==> src/rtl/hb2_pkg.sv <==
// hb2_pkg: shared Hummingbird-2 WD16 types, constants and mixing helpers.
package hb2_pkg;
  localparam int WORD_W      = 16;
  localparam int WD16_ROUNDS = 4;
  typedef enum logic [1:0] {
    IDLE = 2'd0,
    RUN  = 2'd1,
    CAPT = 2'd2,
    DONE = 2'd3
  } state_e;
  // Each table packs entry i into bits [4i+3:4i].
  localparam logic [63:0] SBOX1 = 64'h3A84_0D6B_F512_9EC7;
  localparam logic [63:0] SBOX2 = 64'h2B95_DE03_C7F8_61A4;
  localparam logic [63:0] SBOX3 = 64'h79B0_438E_DA65_1CF2;
  localparam logic [63:0] SBOX4 = 64'hBDC6_E03A_1279_854F;
  function automatic logic [WORD_W-1:0] sbox16(input logic [WORD_W-1:0] x);
    return {SBOX1[{x[15:12], 2'b00} +: 4], SBOX2[{x[11:8], 2'b00} +: 4],
            SBOX3[{x[7:4], 2'b00} +: 4], SBOX4[{x[3:0], 2'b00} +: 4]};
  endfunction
  function automatic logic [WORD_W-1:0] lin16(input logic [WORD_W-1:0] y);
    return y ^ {y[9:0], y[15:10]} ^ {y[5:0], y[15:6]};
  endfunction
endpackage

==> src/rtl/mix_func.sv <==
// mix_func: registered 4x4-bit S-box layer followed by the combinational WD16 linear map.
//   clk     in   clock, rising edge
//   rst     in   asynchronous reset, active-high
//   mix_in  in   16-bit word to substitute
//   mix_out out  L(S(mix_in)) as registered on the last edge
module mix_func
  import hb2_pkg::*;
(
  input  logic              clk,
  input  logic              rst,
  input  logic [WORD_W-1:0] mix_in,
  output logic [WORD_W-1:0] mix_out
);
  logic [WORD_W-1:0] s_q;
  always_ff @(posedge clk or posedge rst)
    if (rst) s_q <= '0;
    else     s_q <= sbox16(mix_in);
  assign mix_out = lin16(s_q);
endmodule

==> src/rtl/wd16_sequencer.sv <==
// wd16_sequencer: runs the shared mix_func stage through NUM_ROUNDS keyed WD16 rounds.
//   clk/rst          clock; asynchronous active-low reset
//   in_valid/ready   request handshake carrying x_in and key_in (K(r+1) at [16r+15:16r])
//   abort            synchronous cancel of a pending or presented operation
//   out_valid/ready  result handshake carrying out_word
//   busy             high while rounds are running or the result is being captured
module wd16_sequencer
  import hb2_pkg::*;
#(
  parameter int NUM_ROUNDS = WD16_ROUNDS,
  parameter int CNT_W      = 2
) (
  input  logic                         clk,
  input  logic                         rst,
  input  logic                         in_valid,
  output logic                         in_ready,
  input  logic [WORD_W-1:0]            x_in,
  input  logic [WORD_W*NUM_ROUNDS-1:0] key_in,
  input  logic                         abort,
  output logic                         out_valid,
  input  logic                         out_ready,
  output logic [WORD_W-1:0]            out_word,
  output logic                         busy
);
  state_e                       state_q, state_d;
  logic [CNT_W-1:0]             rnd_q, rnd_d;
  logic [WORD_W-1:0]            x_q, x_d;
  logic [WORD_W*NUM_ROUNDS-1:0] key_q, key_d;
  logic [WORD_W-1:0]            out_word_q, out_word_d;
  logic                         out_valid_q, out_valid_d;
  logic [WORD_W-1:0]            mix_in, mixed_word;
  logic                         last_rnd;
  assign last_rnd = rnd_q == CNT_W'(NUM_ROUNDS - 1);
  always_comb begin
    state_d     = state_q;
    rnd_d       = rnd_q;
    x_d         = x_q;
    key_d       = key_q;
    out_word_d  = out_word_q;
    out_valid_d = out_valid_q;
    mix_in      = '0;
    case (state_q)
      IDLE:
        if (!abort && in_valid) begin
          x_d     = x_in;
          key_d   = key_in;
          rnd_d   = '0;
          state_d = RUN;
        end
      RUN: begin
        // Round 0 starts from the latched word; later rounds chain the mixer output.
        mix_in  = (rnd_q == '0 ? x_q : mixed_word) ^ key_q[rnd_q*WORD_W +: WORD_W];
        rnd_d   = rnd_q + CNT_W'(1);
        state_d = abort ? IDLE : last_rnd ? CAPT : RUN;
      end
      CAPT:
        if (abort) state_d = IDLE;
        else begin
          out_word_d  = mixed_word;
          out_valid_d = 1'b1;
          state_d     = DONE;
        end
      DONE:
        if (abort || out_ready) begin
          out_valid_d = 1'b0;
          state_d     = IDLE;
        end
      default: state_d = IDLE;
    endcase
  end
  always_ff @(posedge clk or negedge rst)
    if (!rst) begin
      state_q     <= IDLE;
      rnd_q       <= '0;
      x_q         <= '0;
      key_q       <= '0;
      out_word_q  <= '0;
      out_valid_q <= 1'b0;
    end else begin
      state_q     <= state_d;
      rnd_q       <= rnd_d;
      x_q         <= x_d;
      key_q       <= key_d;
      out_word_q  <= out_word_d;
      out_valid_q <= out_valid_d;
    end
  mix_func u_mix (
    .clk    (clk),
    .rst    (~rst),
    .mix_in (mix_in),
    .mix_out(mixed_word)
  );
  assign in_ready  = state_q == IDLE;
  assign busy      = state_q == RUN || state_q == CAPT;
  assign out_valid = out_valid_q;
  assign out_word  = out_word_q;
endmodule

==> config.mk <==
export PLATFORM = sky130hd
export DESIGN_NAME = wd16_sequencer
export DESIGN_NICKNAME = d
export VERILOG_FILES = /design/src/rtl/hb2_pkg.sv /design/src/rtl/mix_func.sv /design/src/rtl/wd16_sequencer.sv
export SDC_FILE = /design/constraint.sdc
export NUM_CORES = 1
export LEC_CHECK = 0
export ABC_AREA = 1
export BUFFER_PORTS_ARGS = -buffer_cell sky130_fd_sc_hd__buf_4
export CAP_MARGIN = 20
export CORE_UTILIZATION = 45
export DETAILED_ROUTE_END_ITERATION = 8
export PLACE_DENSITY_LB_ADDON = 0.2
export SLEW_MARGIN = 20
export SYNTH_ARGS = -nofsm -noshare
export SYNTH_HDL_FRONTEND = slang
export SYNTH_SLANG_ARGS = --single-unit
==> constraint.sdc <==
create_clock -name clk -period 3.1 [get_ports clk]
set_clock_uncertainty 0.2 [all_clocks]
set_input_delay 0.465 -clock clk [delete_from_list [all_inputs] [get_ports clk]]
set_output_delay 0.465 -clock clk [all_outputs]
set_load 0.01 [all_outputs]
## Word level (Yosys, flattened, before mapping)

Cells that the tools add are included.

- Register bits after elaboration: 117
- Latch bits: 0
- RAM bits: 0
- Memory bits (read-only): 0
- Memories: 0

- Add/subtract/negate cells: 1
- Multipliers: 0
- Div/mod/pow operators: 0
- $lt $le $gt $ge: 0
- Eq/ne operators: 7
- Shift-type cells: 5
- Multiplexer cells: 13
- Bitwise operators: 4
- Reductions and logical operators: 13

Operators with widths:

| operator | count |
|---|---|
| $shiftx 64x7->4 const A | 4 |
| $shiftx 64x7->16 | 1 |
| $xor 16x16->16 | 3 |
| $mux 16 | 2 |
| $mux 2 | 6 |
| $pmux 2 s4 | 1 |
| $reduce_and 2->1 | 4 |
| $eq 2x2->1 const B | 3 |
| $logic_not 2->1 | 2 |
| $ne 2x2->1 const B | 2 |
| $pmux 2 s2 | 1 |
| $reduce_bool 2->1 | 2 |
| $reduce_and 3->1 | 1 |
| $add 2x1->2 const B | 1 |
| $eq 2x1->1 const B | 1 |
| $logic_or 1x1->1 | 2 |
| $mux 1 | 2 |
| $ne 2x1->1 const B | 1 |
| $pmux 1 s2 | 1 |
| $logic_and 1x1->1 | 1 |
| $logic_not 1->1 | 1 |
| $not 1->1 | 1 |

## Longest topological paths before layout

Gate-level depths: netlist of the first run.

- Depth after elaboration: 6
- Depth in mapped cells: 19
- Mapped depth without buffers: 16

## Hierarchy

Synthesis of the first run repeated with hierarchy kept, for this count alone.

- Cell total of the unflattened synthesis: 920
- Area total of the unflattened synthesis: 6,716.4 µm²

By module, submodules not included:

| module | times used | cells an instance | area each (µm²) | sequential area each (µm²) |
|---|---|---|---|---|
| wd16_sequencer | 1 | 657 | 5,134.9 | 2,527.4 |
| mix_func | 1 | 263 | 1,581.5 | 400.4 |

## Worst setup path before layout of the first run

Ideal clock, no wire load.

- Path type: reg2reg
- From: register rnd_q[0]
- To: register u_mix.s_q[1]
- Library setup time: 0.117 ns
- Arrival time: 2.349 ns
- Data required time: 2.783 ns
- Setup slack: 0.434 ns
- Stages on the path, launching flop included: 18
- Buffers on the path: 5
- Cells stage by stage: dfrtp_1 buf_6 inv_4 buf_6 buf_6 ha_1 buf_2 inv_2 buf_2 nand3_1 nand3_1 nand2_1 nor2_2 inv_1 ha_1 nand4_1 nand3_1 nand2_1

- Longest elaborated chain between the ends: 5
- Elaborated cells between the ends (all ways): 6
- Those cells by class: shift: 2; mux: 2; bitwise: 1; reduce/logical: 1

Ends and longest elaborated chain:

| element | RTL line | RTL |
|---|---|---|
| from (decl) | wd16_sequencer.sv:26 | `logic [CNT_W-1:0] rnd_q, rnd_d;` |
| from (signal assigned) | wd16_sequencer.sv:81 | `rnd_q <= rnd_d;` |
| branches (longest 2 deep; another with $shiftx 64x7->16) | n/a |  |
| $xor 16x16->16 * | wd16_sequencer.sv:52 | `mix_in = (rnd_q == '0 ? x_q : mixed_word) ^ key_q[rnd_q*WORD_W +: WORD_W];` |
| $mux 16 * | wd16_sequencer.sv:42 | `case (state_q)` |
| $shiftx 64x7->4 * | hb2_pkg.sv:18 | `SBOX3[{x[7:4], 2'b00} +: 4], SBOX4[{x[3:0], 2'b00} +: 4]};` |
| to (signal assigned) | mix_func.sv:17 | `else s_q <= sbox16(mix_in);` |
| to (decl) | mix_func.sv:14 | `logic [WORD_W-1:0] s_q;` |

Mark *: on every way between the ends.
A chain may end at the register's enable or synchronous reset.

## Worst setup path after layout of the first run

Ends and elaborated chain as after synthesis.

==> impl_metrics.prom, run 1 <==
# TYPE chip_impl_metric gauge
chip_impl_metric{name="synthDistinctLibCells",unit=""} 32
chip_impl_metric{name="number_of_flops_mapped_to_enable_cells_by_yosys",unit=""} 0
chip_impl_metric{name="dp_hpwl",unit="um"} 12700
chip_impl_metric{name="syn_area_per_cell",unit="um^2"} 7.03
chip_impl_metric{name="vdd.ir_drop.worst",unit="V"} 0.000597
chip_impl_metric{name="cp_num_buf_inv",unit=""} 3
chip_impl_metric{name="cp_data_required_time",unit="ps"} 3210
chip_impl_info{name="grt_setup_unrepaired",value="false"} 1
chip_impl_metric{name="report.final.hold_viol_count",unit=""} 0
chip_impl_metric{name="timing_max_transition_violations_final",unit=""} 0
chip_impl_info{name="crit-reg2reg-capture",value="u_mix.s_q[1]"} 1
chip_impl_info{name="hold_endpoint",value="key_q[36]"} 1
chip_impl_metric{name="cts_resized",unit=""} 0
chip_impl_metric{name="avgRoutedWirePerCell",unit="um"} 13.6
chip_impl_metric{name="power.density_cell_area",unit="nW/um^2"} 1270
chip_impl_metric{name="r2r_slack",unit="ps"} 570
chip_impl_info{name="worst_path_dominant_cell_family",value="simple AND/OR/NAND/NOR gates"} 1
chip_impl_metric{name="initial_core_util",unit="%"} 46.5
chip_impl_metric{name="critical_path.max_fanout",unit=""} 25
chip_impl_metric{name="area_occupied_by_multi_input_gates",unit="um^2"} 3440
chip_impl_metric{name="holdWs",unit="ps"} 41.3
chip_impl_metric{name="final-setup-viol-count",unit=""} 0
chip_impl_info{name="clock_root_buffer_master",value="sky130_fd_sc_hd__clkbuf_16"} 1
chip_impl_metric{name="cts-buffers-inserted",unit=""} 17
chip_impl_metric{name="area_growth",unit="%"} 22.6
chip_impl_metric{name="max_cap_violations",unit=""} 0
chip_impl_info{name="global_route.peak_usage_layer",value="met2"} 1
chip_impl_metric{name="cts_buffer_depth",unit=""} 2
chip_impl_info{name="path_class",value="reg2reg"} 1
chip_impl_metric{name="num_vias",unit=""} 6336
chip_impl_metric{name="postSynthRegisterBits",unit=""} 117
chip_impl_metric{name="drive_gt1_share",unit="%"} 17.3
chip_impl_metric{name="synthCells",unit=""} 973
chip_impl_metric{name="post-route-period-util",unit="%"} 81.5
chip_impl_info{name="cp-end-kind",value="flip-flop"} 1
chip_impl_metric{name="globalRouteMet3Util",unit="%"} 5.56
chip_impl_info{name="cts_tree",value="yes"} 1
chip_impl_metric{name="grt_pass1_vias",unit=""} 5951
chip_impl_info{name="critPathLaunchType",value="flip-flop"} 1
chip_impl_metric{name="grt_max_degree",unit=""} 83
chip_impl_metric{name="clkSinkCount",unit=""} 117
chip_impl_info{name="violations",value="design-rule violations"} 1
chip_impl_metric{name="worst_pin_slew",unit="ps"} 638
chip_impl_info{name="hold_path.class",value="in2reg"} 1
chip_impl_metric{name="core_area",unit="um^2"} 14700
chip_impl_metric{name="arrival",unit="ps"} 2630
chip_impl_metric{name="grt_use_total",unit="%"} 23.9
chip_impl_metric{name="post_cts_buffers",unit=""} 0
chip_impl_metric{name="power.total",unit="mW"} 10.7
chip_impl_metric{name="drt_iter0_markers",unit=""} 435
chip_impl_metric{name="h-tree-depth",unit=""} 4
chip_impl_metric{name="postRouteWirelength",unit="um"} 17300
chip_impl_metric{name="worst_rel_slew_slack",unit="%"} 57.5
chip_impl_metric{name="asyncSetResetFlopFracSynth",unit="%"} 100
chip_impl_metric{name="fill_cells",unit=""} 1380
chip_impl_info{name="synthFlopType",value="sky130_fd_sc_hd__dfrtp_1"} 1
chip_impl_metric{name="period_needed",unit="ps"} 2530
chip_impl_metric{name="detail_route.drc_violations",unit=""} 1
chip_impl_info{name="mostFrequentLayoutCells",value="sky130_fd_sc_hd__nand2_1 (516), sky130_fd_sc_hd__dfrtp_1 (117), sky130_fd_sc_hd__buf_4 (113)"} 1
chip_impl_metric{name="port-buffer-count",unit=""} 103
chip_impl_metric{name="num-nets-final",unit=""} 1182
chip_impl_metric{name="final_core_utilization",unit="%"} 57.0
chip_impl_metric{name="dieHeight",unit="um"} 125
chip_impl_metric{name="grt.met2_usage",unit="%"} 38.3
chip_impl_info{name="final_common_cell",value="sky130_fd_sc_hd__nand2_1"} 1
chip_impl_info{name="cpMaxStageDelayCell",value="sky130_fd_sc_hd__dfrtp_1"} 1
chip_impl_metric{name="global_route.usage.met1",unit="%"} 32.1
chip_impl_metric{name="die_outline_area",unit="um^2"} 15700
chip_impl_metric{name="synth_sequential_area_ratio",unit="%"} 42.8
chip_impl_metric{name="antenna_found_initial",unit=""} 0
chip_impl_metric{name="yosysWarnings",unit=""} 0
chip_impl_metric{name="p_leak",unit="nW"} 4.69
chip_impl_metric{name="syn_nets",unit=""} 1084
chip_impl_metric{name="global_route.overflow_total",unit=""} 0
chip_impl_metric{name="die_x",unit="um"} 125
chip_impl_metric{name="detail_route.first_pass.iterations",unit=""} 8
chip_impl_metric{name="tns",unit="ps"} 0
chip_impl_metric{name="worst-r2r-cell-count",unit=""} 12
chip_impl_metric{name="critical_path.max_stage_delay",unit="ps"} 390
chip_impl_info{name="critical_path.most_common_cell",value="sky130_fd_sc_hd__nand3_1"} 1
chip_impl_info{name="hold_start",value="key_in[36]"} 1
chip_impl_metric{name="worst_hold_path_stage_count",unit=""} 3
chip_impl_metric{name="clk_pin_slew",unit="ps"} 60
chip_impl_metric{name="clock.fmax",unit="GHz"} 0.396
chip_impl_metric{name="io_pins",unit=""} 104
chip_impl_metric{name="vias_per_cell",unit=""} 5.00
chip_impl_info{name="r2r-start",value="rnd_q[0]"} 1
chip_impl_info{name="outcome",value="finished with violations"} 1
chip_impl_metric{name="synth.cell_area",unit="um^2"} 6840
chip_impl_metric{name="wire_length_of_the_first_global_routing_pass",unit="um"} 29300
chip_impl_metric{name="ctsHoldBuffers",unit=""} 1
chip_impl_metric{name="antenna_cells_inserted",unit=""} 0
chip_impl_metric{name="placementRows",unit=""} 44
chip_impl_info{name="crit_chain",value="inv_4, ha_1, inv_2, nand3_1, nand3_1, nand2_1, nor2_2, inv_1, ha_1, nand4_1, nand3_1, nand2_1"} 1
chip_impl_metric{name="gp_routability_congestion",unit=""} 0.910
chip_impl_metric{name="area.sequential",unit="um^2"} 2930
chip_impl_metric{name="final_antenna_net_count",unit=""} 0
chip_impl_metric{name="clk_latency",unit="ps"} 420
-- Yosys cell counts, types with 2 or more instances --
master | instances | share of area, %
sky130_fd_sc_hd__a21oi_1 | 9 | 0.66
sky130_fd_sc_hd__nor2_2 | 7 | 0.64
sky130_fd_sc_hd__dfrtp_1 | 117 | 43
sky130_fd_sc_hd__nor3_1 | 2 | 0.15
sky130_fd_sc_hd__clkbuf_1 | 13 | 0.71
sky130_fd_sc_hd__a31oi_1 | 3 | 0.27
sky130_fd_sc_hd__inv_1 | 65 | 3.6
sky130_fd_sc_hd__nand2_1 | 516 | 28
sky130_fd_sc_hd__buf_4 | 3 | 0.33
sky130_fd_sc_hd__or2_2 | 6 | 0.55
sky130_fd_sc_hd__nor2_1 | 10 | 0.55
sky130_fd_sc_hd__buf_2 | 18 | 1.3
sky130_fd_sc_hd__nand4_1 | 12 | 1.1
sky130_fd_sc_hd__buf_6 | 4 | 0.66
sky130_fd_sc_hd__o211ai_1 | 3 | 0.33
sky130_fd_sc_hd__o21ai_0 | 25 | 1.8
sky130_fd_sc_hd__nand3_2 | 10 | 1.5
sky130_fd_sc_hd__ha_1 | 26 | 4.8
sky130_fd_sc_hd__nand3_4 | 2 | 0.51
sky130_fd_sc_hd__inv_2 | 4 | 0.22
sky130_fd_sc_hd__nand2_2 | 5 | 0.46
sky130_fd_sc_hd__nand3_1 | 98 | 7.2
sky130_fd_sc_hd__and2_1 | 6 | 0.55
-- flip-flops by register name, indices dropped and copies added (netlist names) --
register	cells
key_q	64
out_valid	1
out_word	16
rnd_q	2
state_q	2
u_mix.s_q	16
x_q	16
-- report_power, final --
part	total (mW)	switching, mW	internal (mW)
clock	1.96	0.732	1.23
sequential	2.76	0.452	2.31
combinational	5.97	3.87	2.10
-- worst max-delay path by stage --
stage                        start           end  cells after the start
after floorplan           rnd_q[0]  u_mix.s_q[1]                     17
after global placement    rnd_q[0]  u_mix.s_q[5]                     12
after detailed placement  rnd_q[0]  u_mix.s_q[1]                     12
after CTS                 rnd_q[0]  u_mix.s_q[1]                     12
after global routing      rnd_q[0]  u_mix.s_q[1]                     13
final                     rnd_q[0]  u_mix.s_q[1]                     12
-- area by class of cell --
| cell class | count | area share [%] |
|---|---|---|
| well taps | 184 | 2.75 |
| clock inverters | 13 | 1.76 |
| multi-input cells | 747 | 41.0 |
| clock buffers | 19 | 5.40 |
| flip-flops and latches | 117 | 34.9 |
| repair buffers | 117 | 11.0 |
| inverters | 71 | 3.21 |
-- stage by stage --
| step | instances | worst slack, ps | cell area, um^2 |
|---|---|---|---|
| 6_report | 1268 | 574 | 8380 |
| 4_1_cts | 1268 | 562 | 8380 |
| 2_1_floorplan | 973 | 434 | 6840 |
| 3_3_place_gp | 1235 | 657 | 7770 |
| 3_5_place_dp | 1235 | 574 | 7770 |
| 5_1_grt | 1268 | 322 | 8380 |
-- routing by layer --
metal / share of wire, % / up-vias / wire (um)
met4: 1.7 / 0 / 289
met2: 46 / 186 / 7950
met5: 0 / - / 0
met1: 47 / 2887 / 8060
li1: - / 3240 / -
met3: 5.8 / 23 / 995
-- kinds of logic after synthesis --
kind of cell,after synthesis,synth area share [%]
buf+inv,109,6.95
simple gates,677,41.8
fa+ha+maj,26,4.76
flops,117,42.8
compound gates,44,3.62
-- worst reg2reg max path, delay by kind of cell (launching register included) --
kind / cells / cell delay [ps]
simple gates: 7 / 800
fa+ha+maj: 2 / 530
flops: 1 / 390
buf+inv: 3 / 510
(Power assumes the default switching activity.)
==> run 2, diff against run 1 <==
==> constraint.sdc (replaced) <==
create_clock -name clk -period 2.48 [get_ports clk]
set_clock_uncertainty 0.2 [all_clocks]
set_input_delay 0.372 -clock clk [delete_from_list [all_inputs] [get_ports clk]]
set_output_delay 0.372 -clock clk [all_outputs]
set_load 0.01 [all_outputs]
==> run 2 against run 1 <==
The run ends with negative hold slack left. Highest routed layer unchanged. Routed wire length grew 9.2%. Combinational power grew 32%. Clock power grew 29%. Maximum frequency grew 10%. Non-clock buffer count grew 82. Utilization grew 6.4 points.
==> impl_metrics.prom, run 2 (synthesis gave the netlist of run 1 again) <==
# TYPE chip_impl_metric gauge
chip_impl_metric{name="power.total",unit="mW"} 13.9
chip_impl_metric{name="placementRows",unit=""} 44
chip_impl_metric{name="detail_route.first_pass.iterations",unit=""} 7
chip_impl_metric{name="worst_rel_slew_slack",unit="%"} 65.5
chip_impl_metric{name="grt_pass1_vias",unit=""} 6441
chip_impl_metric{name="p_leak",unit="nW"} 5.07
chip_impl_metric{name="area_growth",unit="%"} 36.4
chip_impl_info{name="hold_path.class",value="in2reg"} 1
chip_impl_metric{name="die_x",unit="um"} 125
chip_impl_metric{name="critical_path.max_fanout",unit=""} 15
chip_impl_metric{name="holdWs",unit="ps"} -1.07
chip_impl_metric{name="avgRoutedWirePerCell",unit="um"} 14.0
chip_impl_metric{name="die_outline_area",unit="um^2"} 15700
chip_impl_info{name="final_common_cell",value="sky130_fd_sc_hd__nand2_1"} 1
chip_impl_metric{name="clock.fmax",unit="GHz"} 0.436
chip_impl_metric{name="clock_power_share",unit="%"} 18.1
chip_impl_metric{name="global_route.overflow_total",unit=""} 0
chip_impl_info{name="cts_tree",value="yes"} 1
chip_impl_metric{name="port-buffer-count",unit=""} 103
chip_impl_metric{name="wire_length_of_the_first_global_routing_pass",unit="um"} 31800
chip_impl_metric{name="detail_route.drc_violations",unit=""} 0
chip_impl_metric{name="grt_use_total",unit="%"} 25.8
chip_impl_metric{name="drt_iter0_markers",unit=""} 317
chip_impl_metric{name="core_area",unit="um^2"} 14700
chip_impl_metric{name="cp_data_required_time",unit="ps"} 2590
chip_impl_metric{name="post-route-cell-area",unit="um^2"} 9330
chip_impl_metric{name="area_occupied_by_multi_input_gates",unit="um^2"} 3510
chip_impl_metric{name="grt_max_degree",unit=""} 87
chip_impl_metric{name="largest_register_ff_count",unit=""} 64
chip_impl_metric{name="max_cap_violations",unit=""} 0
chip_impl_metric{name="share_comb_of_total_power",unit="%"} 56.8
chip_impl_metric{name="final-setup-viol-count",unit=""} 0
chip_impl_metric{name="final_antenna_net_count",unit=""} 0
chip_impl_metric{name="cts_buffer_depth",unit=""} 2
chip_impl_info{name="outcome",value="finished with violations"} 1
chip_impl_metric{name="antenna_cells_inserted",unit=""} 0
chip_impl_metric{name="gp_routability_congestion",unit=""} 0.921
chip_impl_metric{name="num-nets-final",unit=""} 1264
chip_impl_info{name="path_class",value="reg2reg"} 1
chip_impl_metric{name="period_needed",unit="ps"} 2290
chip_impl_info{name="violations",value="negative hold slack"} 1
chip_impl_metric{name="seq_power_share",unit="%"} 25.1
chip_impl_metric{name="placed_cell_area",unit="um^2"} 7910
chip_impl_metric{name="switching_power",unit="mW"} 6.51
chip_impl_metric{name="h-tree-depth",unit=""} 4
chip_impl_metric{name="antenna_found_initial",unit=""} 0
chip_impl_info{name="mostFrequentLayoutCells",value="sky130_fd_sc_hd__nand2_1 (514), sky130_fd_sc_hd__dfrtp_1 (116), sky130_fd_sc_hd__buf_4 (112)"} 1
chip_impl_metric{name="post_cts_buffers",unit=""} 0
chip_impl_metric{name="fill_cells",unit=""} 1292
chip_impl_metric{name="dieHeight",unit="um"} 125
chip_impl_metric{name="clkSinkCount",unit=""} 117
chip_impl_metric{name="io_pins",unit=""} 104
chip_impl_metric{name="area.sequential",unit="um^2"} 2930
chip_impl_info{name="regMostFlops",value="key_q"} 1
chip_impl_info{name="grt_setup_unrepaired",value="false"} 1
chip_impl_metric{name="report.final.hold_viol_count",unit=""} 1
chip_impl_metric{name="dp_hpwl",unit="um"} 13200
chip_impl_metric{name="internal_power",unit="mW"} 7.42
chip_impl_metric{name="initial_core_util",unit="%"} 46.5
chip_impl_metric{name="drive_gt1_share",unit="%"} 17.3
chip_impl_metric{name="power.density_cell_area",unit="nW/um^2"} 1490
chip_impl_metric{name="vdd.ir_drop.worst",unit="V"} 0.000697
chip_impl_metric{name="num_vias",unit=""} 6595
chip_impl_metric{name="vias_per_cell",unit=""} 4.89
chip_impl_info{name="clock_root_buffer_master",value="sky130_fd_sc_hd__clkbuf_16"} 1
chip_impl_metric{name="timing_max_transition_violations_final",unit=""} 0
chip_impl_info{name="critPathLaunchType",value="flip-flop"} 1
chip_impl_info{name="cp-end-kind",value="flip-flop"} 1
chip_impl_metric{name="worst_pin_slew",unit="ps"} 511
chip_impl_metric{name="netSwitchingFraction",unit="%"} 46.7
chip_impl_metric{name="arrival",unit="ps"} 2400
chip_impl_metric{name="clk_latency",unit="ps"} 420
chip_impl_metric{name="cts-buffers-inserted",unit=""} 17
chip_impl_metric{name="postRouteWirelength",unit="um"} 18900
chip_impl_metric{name="clk_pin_slew",unit="ps"} 50
chip_impl_metric{name="post-route-period-util",unit="%"} 92.5
## run 2: power by group through the flow
stage	Sequential (mW)	Clock (mW)	Combinational, mW
floorplan	3.37	0	5.85
global placement	3.50	0	7.63
detailed placement	3.51	0	7.75
CTS	3.50	2.55	7.88
global route	3.61	2.64	9.08
finish	3.50	2.52	7.91
## run 2: path summary, 6_finish.rpt
kind | startpoint | end | slack, ps | cells after the start
min in group asynchronous | rst | state_q[1] | 260 | 2
hold / removal | x_in[9] | x_q[9] | -1 | 3
setup reg to reg | rnd_q[0] | u_mix.s_q[1] | 190 | 12
max in group asynchronous | rst | key_q[36] | 1200 | 3
hold reg to reg | key_q[4] | key_q[4] | 270 | 2
setup / recovery | rnd_q[0] | u_mix.s_q[1] | 190 | 12
## run 2: cell type report
cell class                      instances  share of cell area (%)
Multi-Input combinational cell        747                    37.7
Clock inverter                         11                    1.61
Tap cell                              184                    2.47
Timing Repair Buffer                  199                    19.0
Sequential cell                       117                    31.4
Clock buffer                           20                    4.90
Inverter                               71                    2.94
## run 2: critical path, stage by stage (launching register included)
cell and delay, ps:
sky130_fd_sc_hd__dfrtp_2 440, sky130_fd_sc_hd__inv_4 140, sky130_fd_sc_hd__ha_4 180, sky130_fd_sc_hd__buf_6 180, sky130_fd_sc_hd__nand2_1 90, sky130_fd_sc_hd__nand3_1 90
sky130_fd_sc_hd__nand2_1 80, sky130_fd_sc_hd__nor2_4 180, sky130_fd_sc_hd__inv_2 80, sky130_fd_sc_hd__ha_4 260, sky130_fd_sc_hd__nand4_1 100, sky130_fd_sc_hd__nand3_1 110
sky130_fd_sc_hd__nand2_1 50
## run 2: metrics by stage
| step | TNS [ps] | utilization, % | hold WS [ps] | setup slack (ps) | std cells |
|---|---|---|---|---|---|
| after global placement | 0 | 53.8 | 161 | 151 | 1239 |
| after CTS | 0 | 63.3 | 0.806 | 90.8 | 1349 |
| after detailed placement | 0 | 53.8 | 162 | 106 | 1239 |
| after floorplan | -19.2 | - | -124 | -19.2 | 973 |
| after global routing | 0 | 63.5 | 25.1 | 10.5 | 1349 |
| final | 0 | 63.5 | -1.07 | 185 | 1349 |
## run 2: per-layer routing
layer / wire, um / up-vias / global-route usage (%)
met5: 0 / - / 0
met4: 335 / 0 / 8.03
met3: 693 / 26 / 4.71
met2: 9040 / 149 / 43.0
met1: 8820 / 3018 / 34.3
li1: - / 3402 / -
## run 2: what timing repair did
item / CTS / global route
endpoints found under the setup margin: 0 / 9
endpoints found under the hold margin: 110 / 0
hold buffers: 79 / 0
gates resized for setup: 0 / 6
==> run 3, diff against run 2 <==
--- a/config.mk
+++ b/config.mk
@@ -9,6 +9,7 @@
 export BUFFER_PORTS_ARGS = -buffer_cell sky130_fd_sc_hd__buf_4
 export CAP_MARGIN = 20
 export CORE_UTILIZATION = 45
+export CTS_BUF_LIST = sky130_fd_sc_hd__clkbuf_8 sky130_fd_sc_hd__clkbuf_16
 export DETAILED_ROUTE_END_ITERATION = 8
 export PLACE_DENSITY_LB_ADDON = 0.2
 export SLEW_MARGIN = 20
==> run 3 against run 2 <==
The flow finishes with violations (design-rule violations). Maximum frequency about the same. Register-to-register slack about the same. Worst hold slack improved by 4.9 ps. Via count increased by 0.17%. Clock-buffer cell count decreased by 1. Sequential share of layout area unchanged. Routed wire length about the same. Largest power group unchanged.
==> impl_metrics.prom, run 3 (synthesis gave the netlist of run 1 again) <==
# TYPE chip_impl_metric gauge
chip_impl_metric{name="drt_iter0_markers",unit=""} 360
chip_impl_metric{name="seq_power_share",unit="%"} 25.1
chip_impl_info{name="hold_endpoint",value="x_q[9]"} 1
chip_impl_metric{name="vias_per_cell",unit=""} 4.90
chip_impl_metric{name="h-tree-depth",unit=""} 4
chip_impl_info{name="r2r-start",value="rnd_q[0]"} 1
chip_impl_metric{name="critical_path.max_fanout",unit=""} 25
chip_impl_metric{name="switching_power",unit="mW"} 6.51
chip_impl_metric{name="num_vias",unit=""} 6606
chip_impl_info{name="outcome",value="finished with violations"} 1
chip_impl_metric{name="die_outline_area",unit="um^2"} 15700
chip_impl_info{name="clock_root_buffer_master",value="sky130_fd_sc_hd__clkbuf_16"} 1
chip_impl_metric{name="netSwitchingFraction",unit="%"} 46.8
chip_impl_info{name="mostFrequentLayoutCells",value="sky130_fd_sc_hd__nand2_1 (514), sky130_fd_sc_hd__dfrtp_1 (116), sky130_fd_sc_hd__buf_4 (112)"} 1
chip_impl_metric{name="clk_latency",unit="ps"} 420
chip_impl_metric{name="area_growth",unit="%"} 36.4
chip_impl_info{name="final_common_cell",value="sky130_fd_sc_hd__nand2_1"} 1
chip_impl_metric{name="r2r_slack",unit="ps"} 190
chip_impl_metric{name="postRouteWirelength",unit="um"} 18900
chip_impl_metric{name="fill_cells",unit=""} 1292
chip_impl_metric{name="clkSinkCount",unit=""} 117
chip_impl_metric{name="dp_hpwl",unit="um"} 13200
chip_impl_metric{name="period_needed",unit="ps"} 2290
chip_impl_info{name="regMostFlops",value="key_q"} 1
chip_impl_metric{name="dieHeight",unit="um"} 125
chip_impl_metric{name="post-route-period-util",unit="%"} 92.5
chip_impl_metric{name="share_comb_of_total_power",unit="%"} 56.8
chip_impl_metric{name="antenna_found_initial",unit=""} 0
chip_impl_metric{name="initial_core_util",unit="%"} 46.5
chip_impl_info{name="hold_start",value="x_in[9]"} 1
chip_impl_metric{name="power.density_cell_area",unit="nW/um^2"} 1490
chip_impl_metric{name="clock.fmax",unit="GHz"} 0.436
chip_impl_metric{name="final-setup-viol-count",unit=""} 0
chip_impl_metric{name="core_area",unit="um^2"} 14700
chip_impl_metric{name="clock_power_share",unit="%"} 18.1
chip_impl_metric{name="antenna_cells_inserted",unit=""} 0
chip_impl_metric{name="cp_data_required_time",unit="ps"} 2580
chip_impl_metric{name="detail_route.first_pass.iterations",unit=""} 9
chip_impl_metric{name="grt_use_total",unit="%"} 25.8
chip_impl_metric{name="grt_pass1_vias",unit=""} 6441
chip_impl_metric{name="tns",unit="ps"} 0
chip_impl_metric{name="avgRoutedWirePerCell",unit="um"} 14.0
chip_impl_metric{name="arrival",unit="ps"} 2390
chip_impl_info{name="cp-end-kind",value="flip-flop"} 1
chip_impl_metric{name="worst_hold_path_stage_count",unit=""} 3
chip_impl_metric{name="worst_pin_slew",unit="ps"} 503
chip_impl_metric{name="largest_register_ff_count",unit=""} 64
chip_impl_metric{name="gp_routability_congestion",unit=""} 0.921
chip_impl_metric{name="cts_buffer_depth",unit=""} 2
chip_impl_metric{name="worst_rel_slew_slack",unit="%"} 66.1
chip_impl_metric{name="vdd.ir_drop.worst",unit="V"} 0.000697
chip_impl_metric{name="report.final.hold_viol_count",unit=""} 0
chip_impl_metric{name="drive_gt1_share",unit="%"} 17.3
chip_impl_info{name="critPathLaunchType",value="flip-flop"} 1
chip_impl_metric{name="wire_length_of_the_first_global_routing_pass",unit="um"} 31800
chip_impl_metric{name="holdWs",unit="ps"} 3.84
chip_impl_metric{name="timing_max_transition_violations_final",unit=""} 0
chip_impl_metric{name="final_core_utilization",unit="%"} 63.5
chip_impl_metric{name="cts-buffers-inserted",unit=""} 17
chip_impl_metric{name="num-nets-final",unit=""} 1264
chip_impl_info{name="hold_path.class",value="in2reg"} 1
chip_impl_info{name="violations",value="design-rule violations"} 1
chip_impl_info{name="crit-reg2reg-capture",value="u_mix.s_q[0]"} 1
chip_impl_metric{name="final_antenna_net_count",unit=""} 0
chip_impl_metric{name="die_x",unit="um"} 125
chip_impl_info{name="path_class",value="reg2reg"} 1
chip_impl_metric{name="io_pins",unit=""} 104
chip_impl_metric{name="p_leak",unit="nW"} 5.07
chip_impl_metric{name="internal_power",unit="mW"} 7.42
chip_impl_metric{name="max_cap_violations",unit=""} 0
chip_impl_metric{name="worst-r2r-cell-count",unit=""} 11
chip_impl_metric{name="port-buffer-count",unit=""} 103
chip_impl_info{name="cts_tree",value="yes"} 1
chip_impl_metric{name="grt_max_degree",unit=""} 87
chip_impl_metric{name="detail_route.drc_violations",unit=""} 4
chip_impl_metric{name="clk_pin_slew",unit="ps"} 50
chip_impl_metric{name="global_route.overflow_total",unit=""} 0
chip_impl_metric{name="placementRows",unit=""} 44
chip_impl_info{name="grt_setup_unrepaired",value="false"} 1
## run 3: changes by cell type in the layout (fill, tap and decap cells not counted)
cell and change:
sky130_fd_sc_hd__inv_1 +1, sky130_fd_sc_hd__clkbuf_1 -1
## run 3: stage by stage
| step | area (um^2) | power [mW] | cells | setup WS, ps |
|---|---|---|---|---|
| after floorplan | 6930 | 9.22 | 973 | -19.2 |
| after global placement | 7910 | 11.1 | 1239 | 151 |
| after detailed placement | 7910 | 11.3 | 1239 | 106 |
| after CTS | 9310 | 13.9 | 1349 | 90.8 |
| after global routing | 9330 | 15.3 | 1349 | 10.5 |
| final | 9330 | 13.9 | 1349 | 186 |
## run 3: power groups by stage
stage                     Combinational (mW)  Clock (mW)  Sequential (mW)
after floorplan                         5.85           0             3.37
after global placement                  7.63           0             3.50
after detailed placement                7.75           0             3.51
after CTS                               7.88        2.55             3.50
after global routing                    9.08        2.63             3.61
final                                   7.91        2.51             3.50
## run 3: how the worst max path moves through the flow
stage	start	endpoint	slack (ps)	depth (start not counted)
2_1_floorplan	rnd_q[0]	u_mix.s_q[5]	-20	17
3_3_place_gp	rnd_q[0]	u_mix.s_q[0]	150	11
3_5_place_dp	rnd_q[0]	u_mix.s_q[0]	110	11
4_1_cts	rnd_q[0]	u_mix.s_q[0]	90	11
5_1_grt	rnd_q[0]	u_mix.s_q[1]	10	13
6_report	rnd_q[0]	u_mix.s_q[0]	190	11
## run 3: layer usage
| metal | GRT usage [%] | up-vias | wire (um) |
|---|---|---|---|
| met3 | 4.71 | 24 | 798 |
| met4 | 8.03 | 0 | 329 |
| met1 | 34.3 | 3028 | 8770 |
| met5 | 0 | - | 0 |
| met2 | 43.0 | 149 | 9010 |
| li1 | - | 3405 | - |
## run 3: worst max-delay path, cell delays in order, from the launching register on
cell,delay [ps]
sky130_fd_sc_hd__dfrtp_2,410
sky130_fd_sc_hd__inv_4,90
sky130_fd_sc_hd__ha_4,190
sky130_fd_sc_hd__inv_6,160
sky130_fd_sc_hd__nand3_1,210
sky130_fd_sc_hd__nand3b_1,160
sky130_fd_sc_hd__nand3_2,150
sky130_fd_sc_hd__inv_1,150
sky130_fd_sc_hd__ha_1,180
sky130_fd_sc_hd__nand4_1,90
sky130_fd_sc_hd__nand3_1,90
sky130_fd_sc_hd__nand2_1,80
## run 3: area by class of cell
cell class | instances | area [um^2] | share of cell area (%)
Clock buffer | 19 | 453 | 4.86
Clock inverter | 12 | 154 | 1.65
Inverter | 71 | 274 | 2.94
Multi-Input combinational cell | 747 | 3510 | 37.7
Sequential cell | 117 | 2930 | 31.4
Tap cell | 184 | 230 | 2.47
Timing Repair Buffer | 199 | 1770 | 19.0
## run 3: repair_timing
action | CTS | global route
endpoints found under the setup margin | 0 | 9
gates resized for setup | 0 | 6
hold buffers | 79 | 0
hold endpoints to repair | 110 | 0
buffers inserted | 0 | 0
